## src/rtl/rpd_pkg.sv

```systemverilog
// Shared definitions for the moving-average / peak-detection chain:
// default data widths and the peak detector FSM encoding.
package rpd_pkg;

   localparam int RPD_DATA_WIDTH = 11;
   localparam int RPD_IDX_WIDTH  = 16;

   typedef enum logic [1:0] {
      ST_IDLE     = 2'd0,
      ST_IN_BLOCK = 2'd1,
      ST_REFRACT  = 2'd2
   } rpd_state_e;

endpackage

```

## src/rtl/ma_peak_detector.sv

```systemverilog
// Finds runs where the short average exceeds long average + offset and reports
// the earliest maximum sample of each sufficiently wide run, then holds off.
module ma_peak_detector
   import rpd_pkg::*;
#(
   parameter int                              DATA_WIDTH = RPD_DATA_WIDTH,
   parameter int                              IDX_WIDTH  = RPD_IDX_WIDTH,
   parameter int                              MIN_BLOCK  = 8,
   parameter int                              REFRACT    = 50,
   parameter logic signed [DATA_WIDTH-1:0]    OFFSET     = '0
) (
   input  logic                          i_clk,
   input  logic                          i_nrst,
   input  logic                          i_ce,
   input  logic signed [DATA_WIDTH-1:0]  i_sample,
   input  logic signed [DATA_WIDTH-1:0]  i_ma_long,
   input  logic signed [DATA_WIDTH-1:0]  i_ma_short,
   input  logic                          i_ma_valid,
   output logic                          o_peak_valid,
   output logic signed [DATA_WIDTH-1:0]  o_peak_amp,
   output logic [IDX_WIDTH-1:0]          o_peak_idx,
   output logic [1:0]                    o_state
);

   localparam int LEN_W = $clog2(MIN_BLOCK + 1);
   localparam int RC_W  = (REFRACT < 1) ? 1 : $clog2(REFRACT + 1);
   localparam logic [LEN_W-1:0] LEN_MAX = LEN_W'(MIN_BLOCK);
   localparam logic [RC_W-1:0]  RC_INIT = RC_W'(REFRACT);

   rpd_state_e                   state_q, state_d;
   logic [IDX_WIDTH-1:0]         idx_q, max_idx_q;
   logic [LEN_W-1:0]             len_q;
   logic [RC_W-1:0]              rcnt_q;
   logic signed [DATA_WIDTH-1:0] max_q;
   logic                         step, drop, above, emit;

   // One extra bit keeps long + offset from wrapping.
   logic signed [DATA_WIDTH:0]   short_x, thr_x;
   assign short_x = (DATA_WIDTH+1)'(i_ma_short);
   assign thr_x   = (DATA_WIDTH+1)'(i_ma_long) + (DATA_WIDTH+1)'(OFFSET);
   assign above   = short_x > thr_x;

   assign step = i_ce & i_ma_valid;
   assign drop = i_ce & ~i_ma_valid;

   always_ff @(posedge i_clk or negedge i_nrst) begin
      if (!i_nrst) state_q <= ST_IDLE;
      else         state_q <= state_d;
   end

   always_comb begin
      state_d = state_q;
      if (drop) begin
         state_d = ST_IDLE;
      end else if (step) begin
         case (state_q)
            ST_IDLE:     if (above) state_d = ST_IN_BLOCK;
            ST_IN_BLOCK: if (!above) state_d = (emit && REFRACT != 0) ? ST_REFRACT : ST_IDLE;
            ST_REFRACT:  if (rcnt_q <= RC_W'(1)) state_d = ST_IDLE;
            default:     state_d = ST_IDLE;
         endcase
      end
   end

   always_comb begin
      o_state = state_q;
      emit    = step && (state_q == ST_IN_BLOCK) && !above && (len_q >= LEN_MAX);
   end

   always_ff @(posedge i_clk or negedge i_nrst) begin
      if (!i_nrst) begin
         idx_q        <= '0;
         max_idx_q    <= '0;
         len_q        <= '0;
         rcnt_q       <= '0;
         max_q        <= '0;
         o_peak_valid <= 1'b0;
         o_peak_amp   <= '0;
         o_peak_idx   <= '0;
      end else begin
         // emit already requires i_ce, so the pulse self-clears when i_ce is low
         o_peak_valid <= emit;
         if (emit) begin
            o_peak_amp <= max_q;
            o_peak_idx <= max_idx_q;
         end
         if (drop) begin
            idx_q <= '0;
         end else if (step) begin
            idx_q <= idx_q + IDX_WIDTH'(1);
            case (state_q)
               ST_IDLE: if (above) begin
                  max_q     <= i_sample;
                  max_idx_q <= idx_q;
                  len_q     <= LEN_W'(1);
               end
               ST_IN_BLOCK: if (above) begin
                  if (len_q < LEN_MAX) len_q <= len_q + LEN_W'(1);
                  // strict compare keeps the earliest of equal maxima
                  if (i_sample > max_q) begin
                     max_q     <= i_sample;
                     max_idx_q <= idx_q;
                  end
               end
               default: ;
            endcase
            if (emit)
               rcnt_q <= RC_INIT;
            else if (state_q == ST_REFRACT && rcnt_q != '0)
               rcnt_q <= rcnt_q - RC_W'(1);
         end
      end
   end

endmodule

```

## config.mk

```make
export PLATFORM = sky130hd
export DESIGN_NAME = ma_peak_detector
export DESIGN_NICKNAME = d
export VERILOG_FILES = /design/src/rtl/rpd_pkg.sv /design/src/rtl/ma_peak_detector.sv
export SDC_FILE = /design/constraint.sdc
export NUM_CORES = 1
export LEC_CHECK = 0
export CORE_UTILIZATION = 40
export CTS_BUF_LIST = sky130_fd_sc_hd__clkbuf_4 sky130_fd_sc_hd__clkbuf_8
export DETAILED_ROUTE_END_ITERATION = 8
export GPL_TIMING_DRIVEN = 0
export SYNTH_ARGS = -nofsm -noshare
export SYNTH_HDL_FRONTEND = slang
export SYNTH_SLANG_ARGS = --single-unit
```

## constraint.sdc

```tcl
create_clock -name i_clk -period 5.8 [get_ports i_clk]
set_input_delay 0.87 -clock i_clk [delete_from_list [all_inputs] [get_ports i_clk]]
set_output_delay 0.87 -clock i_clk [all_outputs]
set_load 0.05 [all_outputs]
```

Word-level counts from Yosys, hierarchy flattened
Cells that the tools add are included.

Register bits: 83. Word-level logic and storage cells: 67.

Add/subtract/negate cells: 3. Magnitude comparators: 5. Equal/unequal tests: 9. Mux-type cells: 23. Bitwise gates (word level): 4. Reduce and logical (&&, ||, !) cells: 14.

Operator list (number): $mux 16 (5); $mux 11 (3); $pmux 16 s2 (1); $gt 11x11->1 (2); $pmux 11 s2 (1); $add 16x1->16 const B (1); $mux 2 (6); $mux 4 (3); $mux 6 (2); $reduce_and 6->1 (2); $ne 3x3->1 const B (3); $pmux 4 s2 (1); $le 6x1->1 const B (1); $pmux 2 s3 (1); $reduce_bool 2->1 (3); $reduce_bool 6->1 (1); $sub 6x1->6 const B (1); $add 4x1->4 const B (1); $ge 4x4->1 const B (1); $logic_and 1x1->1 (4); $lt 4x4->1 const B (1); $ne 2x1->1 const B (2); $ne 2x2->1 const B (2); $reduce_and 4->1 (1); other kinds (7) (9).

Longest topological paths before layout
Depth after elaboration: 9. Depth in mapped cells: 10.

Least setup slack after synthesis
Ideal clock, no wire load.

Kind: input -> register. Start point: in i_ma_long[8]. End point: reg o_peak_amp[0]. Setup time: 0.125 ns. Arrival time: 3.015 ns. Setup slack: 2.660 ns. Stages on the path: 9. Cells stage by stage: inv_1 -> ha_1 -> a21oi_1 -> o22ai_1 -> or4_1 -> buf_2 -> a211oi_4 -> buf_6 -> mux2_2.

Cells in the longest elaborated chain, start to end: 4.

RTL lines: start, declared (line ma_peak_detector.sv:16) `input logic signed [DATA_WIDTH-1:0] i_ma_long,`; $gt 11x11->1 (line ma_peak_detector.sv:41) `assign above = short_x > thr_x;`; $logic_not 1->1 (line ma_peak_detector.sv:67) `emit = step && (state_q == ST_IN_BLOCK) && !above && (len_q >= LEN_MAX);`; $logic_and 1x1->1 (2 in series) (line ma_peak_detector.sv:67); end signal, assigned (line ma_peak_detector.sv:84) `o_peak_amp <= max_q;`; end, declared (line ma_peak_detector.sv:20) `output logic signed [DATA_WIDTH-1:0] o_peak_amp,`.

Every way passes these cells. A chain may end at the register's enable or synchronous reset.

Worst setup path in the final report
Start point: in i_sample[10]. End point: reg max_q[3].

Cells in the longest elaborated chain, start to end: 3.

RTL lines: start, declared (line ma_peak_detector.sv:15) `input logic signed [DATA_WIDTH-1:0] i_sample,`; $gt 11x11->1 (line ma_peak_detector.sv:100) `if (i_sample > max_q) begin`; $ne 2x1->1 (no source line); $reduce_and 6->1 (no source line); end signal, assigned (line ma_peak_detector.sv:93) `max_q <= i_sample;`; end signal, assigned (line ma_peak_detector.sv:101) `max_q <= i_sample;`; end, declared (line ma_peak_detector.sv:34) `logic signed [DATA_WIDTH-1:0] max_q;`.

Every way passes these cells.

==> flow_summary.json <==
{
  "die_h_um": 108,
  "yosysWarnings": 0,
  "avgSynthCellArea_um2": 10.1,
  "ys_ff_latch": 83,
  "dr.pass1.iters": 4,
  "cts_resized": 0,
  "power.switching_w": 0.000530,
  "synth_flop_cell": "dfrtp_1",
  "core_mm2": 0.0109,
  "clockBufferDepth": 2,
  "worstPathCellList": "clkdlybuf4s50_1 -> ha_1 -> nand4_1 -> o32ai_1 -> o21a_1 -> buf_2 -> buf_2 -> o211ai_1",
  "powerDensity_mw_per_mm2": 269,
  "cp-start-kind": "input port",
  "yosys-top-cells-area": "dfrtp_1 (46%), o211ai_1 (9.0%), ha_1 (7.5%)",
  "synth.top_cell.area_share": 0.460,
  "num_rows": 38,
  "syn-num-nets": 511,
  "syn2layout_area_growth_pct": 22.7,
  "antenna_cells": 0,
  "maxSlewHeadroom": 0.0635,
  "die_w_um": 108,
  "p_clk_frac": 0.257,
  "final-hold-violation-count": 0,
  "io_buffers": 65,
  "drtIter0Drc": 161,
  "ys_seq_area_frac": 0.460,
  "cts-htree-levels": 3,
  "synth_edf_count": 0,
  "p_comb_frac": 0.268,
  "start_util": 0.413,
  "grt.total_usage": 0.198,
  "status": "finished, final reports clean",
  "slowest_delay_ns": 1.19,
  "cts_sinks": 83,
  "avgViaCountPerCell": 5.44,
  "vias": 3638,
  "fin_setup_tns_ns": 0,
  "grt_max_degree": 56,
  "p_int_w": 0.000959,
  "cts_hold_buf": 0,
  "seqPwrFrac": 0.475,
  "clk_pin_slew_ns": 0.08,
  "critPathTopFamily": "compound AO/OA/AOI/OAI gates",
  "worst_pin_slew_ns": 1.40,
  "r2r_slack_ns": 2.74,
  "postRouteWirelength_um": 10500,
  "crit_path_end_kind": "flop",
  "leakage_nw": 2.38,
  "insertion_delay_ns": 0.38,
  "timing.fmax_ghz": 0.278,
  "fin_crit_ns": 3.60,
  "cts_made_buffers": 9,
  "ys_types": 47,
  "grt_pass1_wl_um": 17900,
  "synth_commonest_cells": "dfrtp_1 (83), o211ai_1 (54), nand3_1 (41)",
  "async_flop_share": 1.00,
  "layout_setup_ws_ns": 2.20,
  "die-area_mm2": 0.0117,
  "ir_worst_vdd_v": 0.000116,
  "path_max_fanout": 10,
  "grt_pass1_vias": 3714,
  "drive_above_1_share": 0.112,
  "post-cts-setup-buffers": 0,
  "crit_path_top_delay_cell": "o32ai_1",
  "crit_buf_inv": 3,
  "post-synth-top-count-cell": "dfrtp_1",
  "hp-class": "input port to asynchronous set/reset pin",
  "critPathRequiredTime_ns": 6.04,
  "final_nets": 588,
  "gp_congestion": 0.829,
  "yosysTopAreaCell": "dfrtp_1",
  "pre_cts_slack_ns": 1.77,
  "fin_crit_sh": 0.621,
  "drc": 0,
  "synth_area_mm2": 0.00452,
  "wl_per_cell_um": 15.6,
  "final_max_slew_viol_count": 0,
  "crit_top_cell": "buf_2",
  "antenna_found_initial": 0,
  "fin_worst_skew_ns": 0.0143,
  "root_buffer": "clkbuf_8",
  "critPathArrivalTime_ns": 3.84,
  "detailedPlacementHpwl_um": 7470,
  "critPathKind": "input port to flop",
  "overflow": 0,
  "filler_cell_count": 1001,
  "rsz0062_at_grt": "no",
  "ant_nets": 0,
  "setup_viol": 0,
  "ioPinCount": 67,
  "cts_tree": "yes",
  "swShare": 0.356,
  "syn_inst": 447,
  "max_cap_viol_count": 0
}
placed cells by master, fill, tap and decap left out, types with 2 or more instances in the layout:
master and count:
buf_6 3, o22ai_1 2, buf_2 5, clkinvlp_4 2
xnor2_1 5, clkdlybuf4s50_1 64, and3_1 3, dfrtp_1 83
o21a_1 2, nor4_1 2, nor2b_1 2, xor2_1 9
nand4_1 9, mux2_2 27, or3_1 2, nor3_1 7
clkbuf_1 22, nand3_1 41, clkbuf_8 9, o21ai_0 34
clkinv_2 2, o31ai_1 2, nand2_1 17, ha_1 27
clkinv_4 2, nand3b_1 2, nand2b_1 3, inv_1 32
o211ai_1 54, a21oi_1 13, nor2_1 18
stage by stage:
stage | power (W) | std cells | hold slack (ns) | cell area [um^2] | utilization
2_1_floorplan | 0.000976 | 447 | 0.482 | 4520 | -
3_3_place_gp | 0.00110 | 652 | 0.491 | 5340 | 0.489
5_1_grt | 0.00159 | 669 | 0.430 | 5540 | 0.507
4_1_cts | 0.00150 | 669 | 0.429 | 5540 | 0.507
6_report | 0.00149 | 669 | 0.416 | 5540 | 0.507
3_5_place_dp | 0.00112 | 653 | 0.497 | 5370 | 0.491
metal layers:
metal	track usage	vias up	wire length, um
met5	0	-	0
met4	0.0541	0	125
met3	0.0488	11	477
met2	0.328	69	5020
met1	0.259	1774	4830
li1	-	1784	-
final timing paths:
check	endpoint	from	cells past startpoint
hold / removal	rcnt_q[5]$_DFFE_PN0P_	i_nrst	1
setup / recovery	max_q[3]$_DFFE_PN0P_	i_sample[10]	8
hold reg to reg	o_peak_idx[3]$_DFFE_PN0N_	o_peak_idx[3]$_DFFE_PN0N_	1
max in group asynchronous	o_peak_idx[6]$_DFFE_PN0N_	i_nrst	2
setup reg to reg	max_q[3]$_DFFE_PN0P_	max_q[10]$_DFFE_PN0P_	8
min in group i_clk	o_peak_idx[3]$_DFFE_PN0N_	o_peak_idx[3]$_DFFE_PN0N_	1
worst register-to-register path, stage by stage (launching register included):
cell	delay [ns]
dfrtp_1	0.39
inv_1	0.06
ha_1	0.33
nand4_1	0.16
o32ai_1	1.19
o21a_1	0.19
buf_2	0.20
buf_2	0.27
o211ai_1	0.14
registers in the layout (all words and copies together) (netlist names):
register	count
max_idx_q	16
o_state	2
o_peak_valid	1
o_peak_amp	11
o_peak_idx	16
len_q	4
max_q	11
rcnt_q	6
idx_q	16
power by group through the flow:
stage / combinational (W) / sequential, W / clock (W)
after floorplan: 0.000270 / 0.000706 / 0
after global placement: 0.000389 / 0.000716 / 0
after detailed placement: 0.000400 / 0.000718 / 0
after CTS: 0.000403 / 0.000706 / 0.000395
after global routing: 0.000451 / 0.000721 / 0.000418
final: 0.000399 / 0.000707 / 0.000383
final cells by class:
class | instances | area (um^2) | area share
multi-input cells | 302 | 2180 | 0.393
flip-flops and latches | 83 | 2080 | 0.375
repair buffers | 66 | 676 | 0.122
well taps | 140 | 175 | 0.0316
plain buffers | 30 | 141 | 0.0255
clock buffers | 10 | 131 | 0.0237
inverters | 32 | 120 | 0.0217
clock inverters | 6 | 42.5 | 0.00767
cells by family (layout without fill, tap and decap cells):
| logic type | Yosys count | count (layout) | share of synthesized area |
|---|---|---|---|
| xor gates and xnor gates | 14 | 14 | 0.0271 |
| adders and majority gates | 27 | 27 | 0.0748 |
| DFF | 83 | 83 | 0.460 |
| muxes | 28 | 28 | 0.0695 |
| buffers and inverters | 62 | 144 | 0.0579 |
| and+or+nand+nor | 111 | 111 | 0.124 |
| AOI/OAI and AO/OA | 122 | 122 | 0.187 |
(Power assumes the default switching activity.)
